$ cat src/rtl/pll_reset_seq.sv
// Reset sequencer behind the PLL: debounces lock, pulses the PLL steady-lock reset,
// holds downstream reset for a fixed time and re-sequences on any loss of lock.
module pll_reset_seq #(
  parameter int LOCK_STABLE_CYCLES = 1024,
  parameter int RST_HOLD_CYCLES    = 16,
  parameter int STDY_RST_CYCLES    = 4
) (
  input  logic       clock_in,
  input  logic       rst_in,
  input  logic       pll_locked,
  output logic       rst_out,
  output logic       ready,
  output logic       lock_stdy_rst,
  output logic [7:0] lock_loss_count,
  output logic [1:0] state_dbg
);

  localparam int MAX_AB = (LOCK_STABLE_CYCLES > RST_HOLD_CYCLES) ? LOCK_STABLE_CYCLES : RST_HOLD_CYCLES;
  localparam int MAX_C  = (MAX_AB > STDY_RST_CYCLES) ? MAX_AB : STDY_RST_CYCLES;
  localparam int CW     = $clog2(MAX_C + 1);

  localparam logic [CW-1:0] STDY_LAST = CW'(STDY_RST_CYCLES - 1);
  localparam logic [CW-1:0] LOCK_LAST = CW'(LOCK_STABLE_CYCLES - 1);
  localparam logic [CW-1:0] HOLD_LAST = CW'(RST_HOLD_CYCLES - 1);

  typedef enum logic [1:0] {
    ST_STDY = 2'b00,
    ST_WAIT = 2'b01,
    ST_HOLD = 2'b10,
    ST_RUN  = 2'b11
  } state_t;

  state_t        state, state_n;
  logic [CW-1:0] cnt, cnt_n;
  logic [1:0]    sync_q;
  logic          locked_s;
  logic          loss;

  always_ff @(posedge clock_in) begin
    if (rst_in) sync_q <= '0;
    else        sync_q <= {sync_q[0], pll_locked};
  end

  assign locked_s = sync_q[1];

  // STDY_RST waits one edge out of rst_in (lock_stdy_rst still low) before
  // counting, so the pulse is the same width whether entered from reset or
  // from a loss in RUN, where the entry edge already raises it.
  always_comb begin
    state_n = state;
    cnt_n   = cnt;
    loss    = 1'b0;
    case (state)
      ST_STDY: begin
        if (lock_stdy_rst) begin
          if (cnt == STDY_LAST) begin
            state_n = ST_WAIT;
            cnt_n   = '0;
          end else begin
            cnt_n = cnt + 1'b1;
          end
        end
      end
      ST_WAIT: begin
        if (!locked_s) begin
          cnt_n = '0;
        end else if (cnt == LOCK_LAST) begin
          state_n = ST_HOLD;
          cnt_n   = '0;
        end else begin
          cnt_n = cnt + 1'b1;
        end
      end
      ST_HOLD: begin
        if (!locked_s) begin
          state_n = ST_WAIT;
          cnt_n   = '0;
        end else if (cnt == HOLD_LAST) begin
          state_n = ST_RUN;
          cnt_n   = '0;
        end else begin
          cnt_n = cnt + 1'b1;
        end
      end
      ST_RUN: begin
        cnt_n = '0;
        if (!locked_s) begin
          state_n = ST_STDY;
          loss    = 1'b1;
        end
      end
      default: begin
        state_n = ST_STDY;
        cnt_n   = '0;
      end
    endcase
  end

  // Outputs are decoded from the next state so they switch on the same edge as state.
  always_ff @(posedge clock_in) begin
    if (rst_in) begin
      state           <= ST_STDY;
      cnt             <= '0;
      rst_out         <= 1'b1;
      ready           <= 1'b0;
      lock_stdy_rst   <= 1'b0;
      lock_loss_count <= '0;
    end else begin
      state         <= state_n;
      cnt           <= cnt_n;
      rst_out       <= (state_n != ST_RUN);
      ready         <= (state_n == ST_RUN);
      lock_stdy_rst <= (state_n == ST_STDY);
      if (loss && (lock_loss_count != 8'hFF))
        lock_loss_count <= lock_loss_count + 8'd1;
    end
  end

  assign state_dbg = state;

endmodule

$ cat config.mk
export PLATFORM = sky130hd
export DESIGN_NAME = pll_reset_seq
export DESIGN_NICKNAME = d
export VERILOG_FILES = /design/src/rtl/pll_reset_seq.sv
export SDC_FILE = /design/constraint.sdc
export NUM_CORES = 1
export LEC_CHECK = 0
export ABC_AREA = 0
export CAP_MARGIN = 20
export CORE_MARGIN = 2
export CORE_UTILIZATION = 66
export CTS_CLUSTER_SIZE = 25
export DETAILED_ROUTE_END_ITERATION = 7
export DONT_BUFFER_PORTS = 1
export PLACE_DENSITY = 0.82
export SKIP_LAST_GASP = 1
export SYNTH_ARGS = -nofsm -noshare
export SYNTH_HDL_FRONTEND = slang
export SYNTH_SLANG_ARGS = --single-unit
$ cat constraint.sdc
create_clock -name clock_in -period 4.81 [get_ports clock_in]
set_input_delay 0.481 -clock clock_in [delete_from_list [all_inputs] [get_ports clock_in]]
set_output_delay 0.481 -clock clock_in [all_outputs]
set_load 0.005 [all_outputs]
-- Yosys cells after proc, flatten, opt, wreduce, memory -nomap -nowiden
Cells that the tools add are included.
- output and inout port bits: 13
- flip-flop bits (word level): 26
- input bits: 3
- add/sub/neg operators: 2
- multiplexer cells: 17
- reduce and logical (&&, ||, !) cells: 3
- equal/unequal tests: 10
- operators with widths (kind ; number):
    $mux 11 ; 6
    $pmux 11 s4 ; 1
    $mux 2 ; 7
    $add 11x1->11 const B ; 1
    $eq 11x10->1 const B ; 1
    $eq 11x2->1 const B ; 1
    $eq 11x4->1 const B ; 1
    $add 8x1->8 const B ; 1
    $ne 8x8->1 const B ; 1
    $pmux 2 s4 ; 1
    $eq 2x2->1 const B ; 3
    $logic_not 2->1 ; 2
    $ne 2x2->1 const B ; 2
    $eq 2x1->1 const B ; 1
    $mux 1 ; 2
    $logic_and 1x1->1 ; 1

-- Logic depth before layout (Yosys ltp)
Gate-level depths: netlist of run 1.
- depth in word-level cells: 5
- gate-level depth with buffers: 6
- depth with buffers taken out: 5

-- Worst setup path after synthesis of run 1
No wires, ideal clock.
- path type: register -> register
- start: register cnt[0]
- end: register cnt[3]
- slack: 3.188 ns
- clock period less this slack: 1.622 ns
- data arrival time: 1.518 ns
- cell stages (with the launch flop): 7
- cell sequence: dfxtp_1 ha_1 and3_1 buf_4 a31oi_2 nor3_4 a2111oi_2
- longest elaborated chain between the ends: 4
- elaborated cells on any way between the ends: 11
- RTL lines (what ; RTL line ; text):
    start: declaration ; 34 ; logic [CW-1:0] cnt, cnt_n;
    start signal: assignment ; 110 ; cnt <= cnt_n;
    $add 11x1->11, or another cell as far along ; 60, 71, 82 ;
    $mux 11, on equally long branches ; 78, 56, 67 ;
    $mux 11, on equally long branches ; 75, 55, 65 ;
    $pmux 11 s4 * ; 53 ; case (state)
Every way passes the cells marked *; elsewhere a longest branch is shown, timed or not. The select of a mux whose other input is x is not followed.
A chain may end at the register's enable or synchronous reset.

-- Worst setup path after layout of run 1
- start: register cnt[0]
- end: register cnt[0]
Same word-level chain as after synthesis.

==> results of run 1 <==
synthesized netlist by cell type, drive strengths merged:
cell / instances
nand3: 8
nor4: 3
o31a: 1
buf: 6
a22oi: 1
and2: 1
a2111oi: 2
o31ai: 3
or3: 5
and3b: 2
a41oi: 3
nor2b: 3
nand3b: 5
a311oi: 1
nor3b: 2
mux2i: 1
clkbuf: 3
or2: 2
nor4b: 2
nor3: 6
ha: 2
dfxtp: 26
and3: 3
and4: 3
a21o: 1
o21ai: 5
xor2: 4
xnor2: 3
a211oi: 7
a41o: 1
inv: 2
nand4: 4
o211ai: 1
a31o: 1
nor2: 2
nand2b: 2
a21bo: 1
or4: 3
nand2: 4
a21oi: 8
a31oi: 1
worst paths after layout:
path,slack [ns],endpoint,cells after the start,start
setup / recovery,2.87,cnt[0],5,cnt[0]
hold / removal,0.21,lock_loss_count[3],1,rst_in
setup reg to reg,2.87,cnt[0],5,cnt[0]
hold reg to reg,0.45,sync_q[1],1,sync_q[0]
metal layers:
layer  up-vias  track usage
li1        547            -
met1       530        0.282
met2        24        0.371
met3         4       0.0273
met4         0       0.0833
met5         -            0
layout make-up:
class	count	area share
multi-input combinational	107	0.576
sequential	26	0.377
tap	27	0.0245
clock buffer	3	0.0163
inverter	2	0.00544
state kept, by name, indices dropped and copies added (netlist names):
signal	count
sync_q	2
ready	1
state_dbg	2
rst_out	1
lock_stdy_rst	1
cnt	11
lock_loss_count	8
metrics by stage:
stage | std cells | hold slack (ns) | power [mW] | utilization | area [µm²]
6_report | 165 | 0.208 | 0.327 | 0.703 | 1380
5_1_grt | 165 | 0.196 | 0.338 | 0.703 | 1380
4_1_cts | 165 | 0.202 | 0.329 | 0.703 | 1380
3_5_place_dp | 162 | 0.431 | 0.243 | 0.691 | 1360
3_3_place_gp | 162 | 0.426 | 0.243 | 0.691 | 1360
2_1_floorplan | 144 | 0.414 | 0.245 | - | 1390
worst register-to-register path, stage by stage (launching register included):
cell and delay (ns):
sky130_fd_sc_hd__dfxtp_1 0.41, sky130_fd_sc_hd__ha_1 0.25, sky130_fd_sc_hd__and3_1 0.39, sky130_fd_sc_hd__a31oi_2 0.17, sky130_fd_sc_hd__nor3_4 0.45, sky130_fd_sc_hd__o21ai_0 0.17
report_power, final:
| part | total [mW] | switching (mW) | internal [mW] |
|---|---|---|---|
| Clock | 0.0877 | 0.0584 | 0.0293 |
| Sequential | 0.223 | 0.00438 | 0.219 |
| Combinational | 0.0157 | 0.00882 | 0.00687 |
cells by family after synthesis:
group,Yosys count,share of synthesized area
AO/OA/AOI/OAI,37,0.214
XOR/XNOR,7,0.0443
AND/OR/NAND/NOR,60,0.290
flip-flops,26,0.376
adder cells (fa/ha/maj),2,0.0181
multiplexers,1,0.00723
buffers and inverters,11,0.0506
==> results.sh, run 1 <==
export IMPL_status="finished, final reports clean"
export IMPL_num_io_pins=16
export IMPL_cts_hold_buffers_added=0
export IMPL_clock_sinks=26
export IMPL_layout_area_overhead_vs_synth_pct=-0.452
export IMPL_finalMaxSlewViolations=0
export IMPL_tightestPinTransition_ns=0.747
export IMPL_clock_tree_root_cell="sky130_fd_sc_hd__clkbuf_4"
export IMPL_met2_wirelength_mm=1.22
export IMPL_final_setup_tns_ns=0
export IMPL_grt_util_all_layers=0.219
export IMPL_die_w_um=49.8
export IMPL_dp_slack_ns=2.92
export IMPL_dr_first_iter_drc_count=19
export IMPL_globalplace_congestion=0.829
export IMPL_yosysTopAreaCellShare=0.376
export IMPL_cts_inserted_buffers=3
export IMPL_power_per_cell_area_nw_per_um2=237
export IMPL_floorplan_initialDensity=0.706
export IMPL_cts_tree="done"
export IMPL_htreeDepth=1
export IMPL_fin_ws_ns=2.87
export IMPL_number_of_antenna_violations_at_the_first_check_in_global_routing=0
export IMPL_timing_critical_path_to_type="flip-flop"
export IMPL_timing_hold_violations_final=0
export IMPL_detailed_place_hpwl_mm=1.83
export IMPL_slowest_stage="sky130_fd_sc_hd__nor3_4"
export IMPL_clock_skew_ns=0.0127
export IMPL_worst_slew_margin_rel=0.498
export IMPL_worstHoldPathType="primary input to flip-flop"
export IMPL_postCtsSetupBuffers=0
export IMPL_critical_path_required_ns=5.01
export IMPL_period_share=0.404
export IMPL_multi_input_comb_area_um2=795
export IMPL_synth_lib_cells_used_distinct=53
export IMPL_layout_cells_most_common_list="26 x sky130_fd_sc_hd__dfxtp_1, 8 x sky130_fd_sc_hd__a21oi_1, 8 x sky130_fd_sc_hd__nand3_1"
export IMPL_grt_setup_unrepaired="no"
export IMPL_grt_first_pass_wirelength_mm=4.21
export IMPL_synth_cells=144
export IMPL_detailedRoute_firstPassIterationCount=4
export IMPL_synth_net_count=149
export IMPL_postRouteAntennaNets=0
export IMPL_power_ir_vdd_worst_mv=0.194
export IMPL_crit_chain="ha_1, and3_1, a31oi_2, nor3_4, o21ai_0"
export IMPL_placement_io_buffers=0
export IMPL_final_layout_size_suffix_gt1_frac=0.130
export IMPL_worst_skew_pair_late_latency_ns=0.32
export IMPL_drt_total_wl_mm=2.58
export IMPL_gr_total_overflow=0
export IMPL_post_synth_top_area_cell="sky130_fd_sc_hd__dfxtp_1"
export IMPL_critical_path_class="flip-flop to flip-flop"
export IMPL_timing_final_crit_period_ns=1.94
export IMPL_worst_path_max_fanout=10
export IMPL_remaining_drc_errors=0
export IMPL_syn_cell_area_um2=1390
export IMPL_vias_in_the_first_global_route=955
export IMPL_largest_net_degree_at_the_start_of_global_routing=27
export IMPL_cts_buffer_depth=2
export IMPL_yosysSeqAreaShare=0.376
export IMPL_synth_warning_count=0
export IMPL_wire_per_inst_um=15.6
export IMPL_nets=145
export IMPL_post_synth_cell_area_avg_um2=9.62
export IMPL_crit_arrival_ns=2.14
export IMPL_insertedDiodeCount=0
export IMPL_critical_path_startpoint_type="flip-flop"
export IMPL_floorplan_core_area_um2=1960
export IMPL_routedLengthMet1_mm=1.23
export IMPL_die_area_um2=2480
export IMPL_clk_pin_slew_ns=0.13
export IMPL_ys_seq_elements=26
export IMPL_core_rowCount=16
export IMPL_cts_repair_resized=0
export IMPL_crit_family="simple AND/OR/NAND/NOR gates"
export IMPL_routed_via_count=1105
export IMPL_most_frequent_standard_cell_in_the_layout_excluding_fill_and_tap_cells="sky130_fd_sc_hd__dfxtp_1"
export IMPL_report_final_setup_viol=0
export IMPL_post_synth_main_area_contributors="sky130_fd_sc_hd__dfxtp_1 38%, sky130_fd_sc_hd__a211oi_1 3.3%, sky130_fd_sc_hd__a21oi_1 2.9%, sky130_fd_sc_hd__nand3_1 2.9%, sky130_fd_sc_hd__nand3b_1 2.7%"
export IMPL_fmaxAchievable_ghz=0.515
export IMPL_routed_via_count_divided_by_cell_count=6.70
export IMPL_leakagePower_nw=0.420
export IMPL_critical_path_max_stage_delay_ns=0.45
export IMPL_timing_critical_path_buf_inv=0
export IMPL_die_y_um=49.8
export IMPL_cap_violations=0
export IMPL_top_layer_used="met4"
export IMPL_met3RoutedLength_um=98
export IMPL_final_seq_area_um2=520
export IMPL_final_fill_count=177
No activity file was read; power rests on OpenSTA's default activity.
==> run 2: changes to the inputs <==
CORE_UTILIZATION = 55   (was 66)
PLACE_DENSITY = 0.73   (was 0.82)
clock period = 1.6 ns   (was 4.81 ns; I/O delays follow)
==> results.sh, run 2 (synthesis gave the netlist of run 1 again) <==
export IMPL_detailed_place_hpwl_mm=2.21
export IMPL_power_report_internal_total_mw=0.956
export IMPL_power_net_switching_mw=0.254
export IMPL_timing_critical_path_to_type="flip-flop"
export IMPL_htreeDepth=1
export IMPL_final_area_um2=1760
export IMPL_status="finished with violations"
export IMPL_grt_setup_unrepaired="yes"
export IMPL_worst_slew_margin_rel=0.753
export IMPL_drt_total_wl_mm=3.23
export IMPL_gr_total_overflow=0
export IMPL_finalMaxSlewViolations=0
export IMPL_timing_critical_path_buf_inv=1
export IMPL_clock_sinks=26
export IMPL_cap_violations=0
export IMPL_leakagePower_nw=0.607
export IMPL_largest_net_degree_at_the_start_of_global_routing=27
export IMPL_die_w_um=54.2
export IMPL_dp_slack_ns=-0.0615
export IMPL_place_detailed_instances=189
export IMPL_cts_buffer_depth=2
export IMPL_grt_first_pass_wirelength_mm=4.81
export IMPL_share_comb_of_total_power=0.069
export IMPL_final_layout_size_suffix_gt1_frac=0.379
export IMPL_top_regs="cnt (11), lock_loss_count (8)"
export IMPL_die_y_um=54.2
export IMPL_seq_power_share=0.554
export IMPL_clock_tree_root_cell="sky130_fd_sc_hd__clkbuf_4"
export IMPL_postRouteAntennaNets=0
export IMPL_num_io_pins=16
export IMPL_die_area_um2=2940
export IMPL_placement_io_buffers=0
export IMPL_largest_register="cnt"
export IMPL_clk_pin_slew_ns=0.15
export IMPL_critical_path_max_stage_delay_ns=0.36
export IMPL_worst_skew_pair_late_latency_ns=0.33
export IMPL_floorplan_core_area_um2=2430
export IMPL_power_consumption_mw=1.21
export IMPL_cts_tree="done"
export IMPL_routed_via_count=1256
export IMPL_most_frequent_standard_cell_in_the_layout_excluding_fill_and_tap_cells="sky130_fd_sc_hd__buf_4"
export IMPL_fin_ws_ns=0.0227
export IMPL_routed_via_count_divided_by_cell_count=6.31
export IMPL_insertedDiodeCount=0
export IMPL_cts_inserted_buffers=3
export IMPL_slowest_stage="sky130_fd_sc_hd__dfxtp_2"
export IMPL_critical_path_class="flip-flop to flip-flop"
export IMPL_violations="negative hold slack"
export IMPL_wire_per_inst_um=16.2
export IMPL_power_share_switching=0.210
export IMPL_final_setup_tns_ns=0
export IMPL_worstHoldPathType="primary input to flip-flop"
export IMPL_power_ir_vdd_worst_mv=0.713
export IMPL_vias_in_the_first_global_route=1106
export IMPL_grt_util_all_layers=0.225
export IMPL_timing_final_crit_period_ns=1.58
export IMPL_crit_arrival_ns=1.82
export IMPL_number_of_antenna_violations_at_the_first_check_in_global_routing=0
export IMPL_crit_family="compound AO/OA/AOI/OAI gates"
export IMPL_largest_register_ffs=11
export IMPL_power_per_cell_area_nw_per_um2=688
export IMPL_layout_area_overhead_vs_synth_pct=27.1
export IMPL_core_rowCount=18
export IMPL_cts_hold_buffers_added=2
export IMPL_crit_chain="ha_4, and4_2, a211oi_2, nor3_4, buf_12, a2111oi_4"
export IMPL_critical_path_required_ns=1.84
export IMPL_clock_skew_ns=0.00569
export IMPL_worst_path_max_fanout=9
export IMPL_floorplan_initialDensity=0.569
export IMPL_portion_of_total_power_attributed_to_the_clock_network=0.377
export IMPL_critical_path_startpoint_type="flip-flop"
export IMPL_detailedRoute_firstPassIterationCount=5
export IMPL_period_share=0.986
export IMPL_final_core_util=0.724
export IMPL_dr_first_iter_drc_count=27
export IMPL_tightestPinTransition_ns=0.365
export IMPL_remaining_drc_errors=0
export IMPL_post_dp_cell_area_um2=1560
export IMPL_layout_cells_most_common_list="27 x sky130_fd_sc_hd__buf_4, 18 x sky130_fd_sc_hd__dfxtp_1, 8 x sky130_fd_sc_hd__a21oi_1, 8 x sky130_fd_sc_hd__nand3_1, 7 x sky130_fd_sc_hd__dfxtp_2"
export IMPL_report_final_setup_viol=0
export IMPL_fmaxAchievable_ghz=0.634
export IMPL_globalplace_congestion=0.885
export IMPL_nets=175
export IMPL_post_layout_nonfiller_instances=199
export IMPL_holdWs_ns=-0.128
export IMPL_timing_hold_violations_final=21
==> run 2: final cells by class <==
type | count | area, µm²
clock buffer | 3 | 22.5
clock inverter | 1 | 30.0
fill | 179 | 672
inverter | 2 | 7.51
multi-input combinational | 107 | 887
sequential | 26 | 533
tap | 30 | 37.5
timing repair buffer | 30 | 243
==> run 2: layer usage <==
| layer | share of wire | global-route usage | up-vias |
|---|---|---|---|
| met5 | 0 | 0 | - |
| met2 | 0.50 | 0.408 | 43 |
| met4 | 0.0096 | 0.0333 | 0 |
| li1 | - | - | 611 |
| met3 | 0.053 | 0.0722 | 2 |
| met1 | 0.44 | 0.259 | 600 |
==> run 2: power groups by stage <==
| stage | clock, mW | combinational, mW | sequential [mW] |
|---|---|---|---|
| after global routing | 0.492 | 0.0905 | 0.673 |
| after global placement | 0 | 0.0680 | 0.681 |
| final | 0.456 | 0.0834 | 0.671 |
| after floorplan | 0 | 0.0547 | 0.680 |
| after detailed placement | 0 | 0.0707 | 0.682 |
| after CTS | 0.458 | 0.0791 | 0.671 |
==> run 2: final timing paths <==
check | end | depth (start not counted) | from | slack (ns)
worst min register to register | lock_loss_count[7] | 2 | lock_loss_count[7] | 0.53
worst min-delay path | lock_loss_count[1] | 1 | rst_in | -0.13
worst max register to register | cnt[4] | 6 | cnt[0] | 0.02
worst max-delay path | cnt[4] | 6 | cnt[0] | 0.02
==> run 2: worst register-to-register path, stage by stage (launching register included) <==
cell,delay [ns]
sky130_fd_sc_hd__dfxtp_2,0.36
sky130_fd_sc_hd__ha_4,0.17
sky130_fd_sc_hd__and4_2,0.22
sky130_fd_sc_hd__a211oi_2,0.21
sky130_fd_sc_hd__nor3_4,0.06
sky130_fd_sc_hd__buf_12,0.14
sky130_fd_sc_hd__a2111oi_4,0.32
==> run 2: repair_timing <==
action	CTS	global route
buffers inserted	3	2
resized for setup	6	17
endpoints found under the hold margin	24	23
pin swaps	3	2
endpoints found under the setup margin	11	20
